[src/rtl/uart_rx.sv]
// 8N1 UART receiver: 2-flop synchroniser, mid-bit sampling, one-entry output buffer.
// rx_valid rises ~2+DIV/2+9*DIV clocks after the start edge; a byte finishing while the buffer is full is dropped (overrun).
module uart_rx #(
   parameter int CLK_MHZ = 12,
   parameter int BAUD    = 115200
) (
   input  logic       clk,
   input  logic       rst,
   input  logic       rx,
   output logic [7:0] rx_data,
   output logic       rx_valid,
   input  logic       rx_ready,
   output logic       frame_err,
   output logic       overrun
);

   localparam int DIV = CLK_MHZ * 1000000 / BAUD;
   localparam int CW  = $clog2(DIV);
   localparam logic [CW-1:0] HALF_M1 = CW'(DIV / 2 - 1);
   localparam logic [CW-1:0] FULL_M1 = CW'(DIV - 1);

   typedef enum logic [2:0] {
      S_IDLE,
      S_START,
      S_DATA,
      S_STOP,
      S_BREAK
   } state_t;

   state_t          state_q, state_d;
   logic            sync1_q, sync1_d;
   logic            rx_s_q, rx_s_d;
   logic [CW-1:0]   cnt_q, cnt_d;
   logic [2:0]      bit_idx_q, bit_idx_d;
   logic [7:0]      shift_q, shift_d;
   logic [7:0]      rx_data_q, rx_data_d;
   logic            rx_valid_q, rx_valid_d;
   logic            frame_err_q, frame_err_d;
   logic            overrun_q, overrun_d;

   always_comb begin
      state_d     = state_q;
      sync1_d     = rx;
      rx_s_d      = sync1_q;
      cnt_d       = cnt_q + CW'(1);
      bit_idx_d   = bit_idx_q;
      shift_d     = shift_q;
      rx_data_d   = rx_data_q;
      rx_valid_d  = rx_valid_q && !rx_ready;
      frame_err_d = 1'b0;
      overrun_d   = 1'b0;

      case (state_q)
         S_IDLE: begin
            cnt_d = '0;
            if (!rx_s_q) state_d = S_START;
         end
         S_START: begin
            // A start bit that is high again at mid-bit was a glitch.
            if (cnt_q == HALF_M1) begin
               cnt_d     = '0;
               bit_idx_d = '0;
               state_d   = rx_s_q ? S_IDLE : S_DATA;
            end
         end
         S_DATA: begin
            if (cnt_q == FULL_M1) begin
               cnt_d     = '0;
               shift_d   = {rx_s_q, shift_q[7:1]};
               bit_idx_d = bit_idx_q + 3'd1;
               if (bit_idx_q == 3'd7) state_d = S_STOP;
            end
         end
         S_STOP: begin
            if (cnt_q == FULL_M1) begin
               cnt_d = '0;
               if (!rx_s_q) begin
                  frame_err_d = 1'b1;
                  state_d     = S_BREAK;
               end else begin
                  state_d = S_IDLE;
                  if (!rx_valid_q || rx_ready) begin
                     rx_data_d  = shift_q;
                     rx_valid_d = 1'b1;
                  end else begin
                     overrun_d = 1'b1;
                  end
               end
            end
         end
         S_BREAK: begin
            // Holding here keeps a long break from reporting more than one error.
            cnt_d = '0;
            if (rx_s_q) state_d = S_IDLE;
         end
         default: begin
            cnt_d   = '0;
            state_d = S_IDLE;
         end
      endcase
   end

   always_ff @(posedge clk) begin
      if (rst) begin
         state_q     <= S_IDLE;
         sync1_q     <= 1'b1;
         rx_s_q      <= 1'b1;
         cnt_q       <= '0;
         bit_idx_q   <= '0;
         shift_q     <= '0;
         rx_data_q   <= '0;
         rx_valid_q  <= 1'b0;
         frame_err_q <= 1'b0;
         overrun_q   <= 1'b0;
      end else begin
         state_q     <= state_d;
         sync1_q     <= sync1_d;
         rx_s_q      <= rx_s_d;
         cnt_q       <= cnt_d;
         bit_idx_q   <= bit_idx_d;
         shift_q     <= shift_d;
         rx_data_q   <= rx_data_d;
         rx_valid_q  <= rx_valid_d;
         frame_err_q <= frame_err_d;
         overrun_q   <= overrun_d;
      end
   end

   assign rx_data   = rx_data_q;
   assign rx_valid  = rx_valid_q;
   assign frame_err = frame_err_q;
   assign overrun   = overrun_q;

endmodule

[config.mk]
export PLATFORM = sky130hd
export DESIGN_NAME = uart_rx
export DESIGN_NICKNAME = d
export VERILOG_FILES = /design/src/rtl/uart_rx.sv
export SDC_FILE = /design/constraint.sdc
export NUM_CORES = 1
export LEC_CHECK = 0
export CAP_MARGIN = 5
export CORE_UTILIZATION = 57
export DETAILED_ROUTE_END_ITERATION = 10
export PLACE_DENSITY = 0.8
export RECOVER_POWER = 50
export SKIP_LAST_GASP = 1
export SLEW_MARGIN = 10
export SYNTH_ARGS = -nofsm -noshare
export SYNTH_HDL_FRONTEND = slang
export SYNTH_SLANG_ARGS = --single-unit
[constraint.sdc]
create_clock -name clk -period 3.5 [get_ports clk]
set_input_delay 1.05 -clock clk [delete_from_list [all_inputs] [get_ports clk]]
set_output_delay 1.05 -clock clk [all_outputs]
set_load 0.01 [all_outputs]
# Word-level counts from Yosys, hierarchy flattened
# Index checks and enable logic that the tools add are counted.
# word_totals
regBits	34
input_bits	4
out_inout_bits	11
word_cells	62
# op_classes
n_addsub	2
n_eq_ne	13
muxes	21
bitwise	3
reduce_logical	13
# op_table
op	n
3-bit two-way mux	9
3-bit case mux with 5 select lines	1
7-bit two-way mux	2
7-bit case mux with 2 select lines	1
2-bit != test (second input constant)	6
7-bit by 1-bit adder with 7-bit output (second input constant)	1
7-bit by 6-bit equality test with 1-bit output (second input constant)	1
7-bit equality test (second input constant)	1
3-bit by 2-bit equality test with 1-bit output (second input constant)	2
3-bit equality test (second input constant)	2
1-bit two-way mux	6
3-bit case mux with 2 select lines	1
6-bit AND reduction	1
4-bit AND reduction	1
4-bit OR reduction	1
3-bit by 1-bit adder with 3-bit output (second input constant)	1
3-bit by 1-bit equality test with 1-bit output (second input constant)	1
3-bit zero test	1
1-bit inverter	3
3-bit AND reduction	1
3-bit OR reduction	1
1-bit zero test	2
2-bit two-way mux	1
2-bit AND reduction	1
other kinds (4)	4

# Longest topological paths before layout
# logic_depth
word_depth	6
ltp_mapped	7

# Least setup slack after synthesis
# Ideal clock, no wire load.
# synth_path
path_kind	in2reg
start	in rst
end	reg bit_idx_q[0]
setup_time_ns	0.087
arrival_ns	2.173
t_required_ns	3.413
slack_ns	1.240
cell_stages	5
n_path_buf	1
path_cell_list	buf_2 or2_2 or3_1 a2111o_1 o31ai_1
# synth_lines
item	line_no	source
start: declaration	8	input logic rst,
end signal: assignment	120	bit_idx_q <= bit_idx_d;
end: declaration	34	logic [2:0] bit_idx_q, bit_idx_d;

==> summary.txt <==
Run status
  • Outcome: completed

Route
  • Initial DRC Count: 9
  • Initial DRT Pass Iterations: 4
  • Detailed Route WL: between 2000 and 2500 um
  • Drt wl/cell: 12.6 um
  • Routed vias: roughly 1000
  • Antenna Nets Post-Route: 0
  • Vias per cell: 5.47
  • DRC Markers: 0

Timing
  • Max Slew Vio Count: 0
  • Unrepaired setup endpoints after global routing: no
  • Setup total negative slack: 0 ns
  • Period minus WS final: ~2.6 ns
  • Slew Limit Headroom: a little over two fifths
  • Fmax: just under 0.4 GHz
  • Crit share post-route: 74.0%
  • Final setup vio count: 0
  • Final setup margin: 0.911 ns
  • Hold_ws: between 0.4 and 0.5 ns
  • Final count of hold timing violations: 0
  • Worst Clk Skew: 0.00577 ns
  • Worst Max-Slew Pin Slew: 0.847 ns

Critical path
  • Biggest cell delay along the critical path: ~0.55 ns
  • Crit. End Element: flop
  • R2r startpoint: cnt_q[0]
  • Crit path from: rst
  • CP bufs+invs: 1
  • Crit path launch type: input pin
  • Delay-heaviest family, CP: simple AND/OR/NAND/NOR gates
  • Crit path max fanout: 11
  • Crit-path cells: dlygate4sd3_1 > or2_0 > or3_1 > a2111o_1 > o31ai_1
  • Cells on worst reg2reg path: 5
  • Crit Path Class: in -> reg
  • CP max stage cell: dlygate4sd3_1
  • Worst Path Arrival: about 2.8 ns
  • CP Depth: 5
  • CP Data Required Time: between 3 and 4 ns

Cells and area
  • Area grow syn2layout: 12.0%
  • Share of layout cells above drive strength 1: roughly 7.5%
  • NumNets Final: roughly 170
  • Non-Filler Instances: 190
  • N_diodes: 0

Clock tree
  • Clock sinks: 34
  • Reg clk slew, reported paths: roughly 0.090 ns
  • # H-tree levels: 2
  • CTS resizes: 0
  • Hold buffer count at cts: 0
  • CTS tree: built
  • Clk root buf: clkbuf_4
  • CTS max path bufs: 2
  • Cts bufs inserted: 5
  • Post-CTS Setup Bufs: 0
  • Clk_lat worst skew: between 0.3 and 0.4 ns

Synth
  • Synth unique cells: 38
  • Gate Count Post-Synth: about 150
  • Avg Inst Size Synth: between 10 and 15 um2
  • Seq cells post-synth: 34
  • Synth warn: 0
  • Post-synth top area cell: dfxtp_1
  • Synthesized Nets: between 150 and 200
  • Post-synth top area share: 46.5%
  • Mapped cell area: roughly 0.0015 mm2
  • Seq/Total Area, Yosys: between 40% and 50%
  • Top cells by area, synth: dfxtp_1 46%, mux2i_1 12%, nand2b_1 9.0%, nor3_1 2.7%, ha_1 2.6%

GRT
  • Initial antenna violation count: 0
  • Largest net degree at the start of global routing: 27
  • Total grt overflow: 0
  • Vias in the first global route: 963
  • First-pass GRT wire length: ~4100 um
  • Total GRT Usage: between 20% and 30%

Power
  • Overall power: roughly 0.60 mW
  • Reg power frac: about two thirds
  • Clock Power Share: approximately 32%
  • Pint: about 0.47 mW
  • Net Sw Power: around 0.13 mW
  • Leak pwr: between 0.6 and 0.7 nW
  • Switching share of power: 21.5%
  • Cell area power density: ~370 mW/mm2
  • Peak VDD IR: 0.291 mV
  • Comb pwr share: 3.1%

Floorplanning
  • Die H: roughly 53 um
  • Rows: 18
  • Starting density of the core: approximately three fifths
  • Die area: 0.00278 mm2
  • Core area: approximately 0.0025 mm2
  • Top-level I/O count: 15
  • Die X: approximately 53 um

Min path
  • Hold WC Path Type: reg -> reg
  • Hold Startpoint: rx_s_d
  • Hold path cells: 1

Place
  • Post-Place Cells: around 180
  • Routability-driven placement congestion ratio: about 0.77
  • Dpl hpwl: approximately 1700 um
  • Post-place setup slack: 0.781 ns
  • Port bufs: 14

Run
  • Max-cap check violation count: 0
## layout by cell type, fill, tap and decap left out, drive strengths merged
cell type and instances:
a2111o 1, nor3b 1, a41oi 1, and4b 1, and4bb 1, or2 4
or3 2, dfxtp 34, ha 3, nand3 3, o21bai 1, xor2 3
and2 1, nor2 4, inv 3, clkdlybuf4s50 13, nand4 4, nor3 8
nand2b 21, a21oi 5, clkbuf 8, nor2b 1, o31ai 1, a21boi 1
nand2 7, dlygate4sd3 1, a211oi 2, xnor2 1, and2b 2, and3 1
mux2i 18, nand4b 1, nor4 1, o21ai 1
## path summary, 6_finish.rpt
path / to / slack [ns]
max: bit_idx_q[0] / 0.91
max reg2reg: shift_q[6] / 1.59
min: rx_s_q / 0.42
min reg2reg: rx_s_q / 0.42
## stage by stage
stage	util, %	instance area (um2)
after global routing	66.9	1640
after global placement	65.2	1600
after floorplan	-	1470
final	66.9	1640
after detailed placement	65.2	1600
after CTS	67.0	1650
## worst reg2reg max path, cell delays in order, from the launching register on
cell,delay (ns)
dfxtp_1,0.37
ha_1,0.23
and4b_1,0.37
nand3_2,0.10
or3_1,0.53
mux2i_1,0.19
## logic make-up after synthesis
| logic type | count (synthesis) | share of synthesized area, % |
|---|---|---|
| AOI/OAI and AO/OA | 13 | 5.98 |
| xor gates and xnor gates | 4 | 2.39 |
| adders and majority gates | 3 | 2.56 |
| buffers and inverters | 11 | 4.18 |
| DFF | 34 | 46.5 |
| muxes | 18 | 12.3 |
| and+or+nand+nor | 63 | 26.1 |
## sequential cells by signal, summed over array words and instances, names as in the netlist
register and count:
state_q 3, cnt_q 7, shift_q 8, rx_s_q 1, bit_idx_q 3, frame_err 1, rx_valid 1, overrun 1
rx_data 8, rx_s_d 1
## final cells by class
class / instances / area, um2
fill: 214 / 813
sequential: 34 / 681
tap: 30 / 37.5
multi-input combinational: 101 / 723
clock buffer: 7 / 45.0
inverter: 3 / 11.3
timing repair buffer: 15 / 144
## metal layers
| metal | track usage [%] | vias to the layer above | part of all wire (%) |
|---|---|---|---|
| li1 | - | 534 | - |
| met1 | 23.8 | 483 | 45 |
| met2 | 34.0 | 17 | 49 |
| met3 | 6.09 | 5 | 3.3 |
| met4 | 10.5 | 0 | 2.4 |
| met5 | 0 | - | 0 |
## power by group through the flow
| stage | logic [mW] | clock network (mW) | registers [mW] |
|---|---|---|---|
| finish | 0.0190 | 0.194 | 0.391 |
| global route | 0.0209 | 0.215 | 0.392 |
| CTS | 0.0200 | 0.200 | 0.391 |
| detailed placement | 0.0197 | 0 | 0.400 |
| global placement | 0.0192 | 0 | 0.400 |
| floorplan | 0.0154 | 0 | 0.399 |
## cell usage after synthesis
library cell  instances
a2111o_1              1
a211oi_1              2
a21boi_0              1
a21oi_1               5
a41oi_1               1
and2_1                1
and2b_1               1
and2b_4               1
and3_1                1
and4b_1               1
and4bb_2              1
buf_2                 1
buf_4                 1
buf_6                 2
clkbuf_1              4
dfxtp_1              34
ha_1                  3
inv_1                 3
mux2i_1              18
nand2_1               7
nand2b_1             21
nand3_1               2
nand3_2               1
nand4_1               3
nand4_2               1
nand4b_1              1
nor2_1                4
nor2b_1               1
nor3_1                8
nor3b_1               1
nor4_1                1
o21ai_0               1
o21bai_1              1
o31ai_1               1
or2_2                 4
or3_1                 2
xnor2_1               1
xor2_1                3
Power figures use the tool's default switching activity.
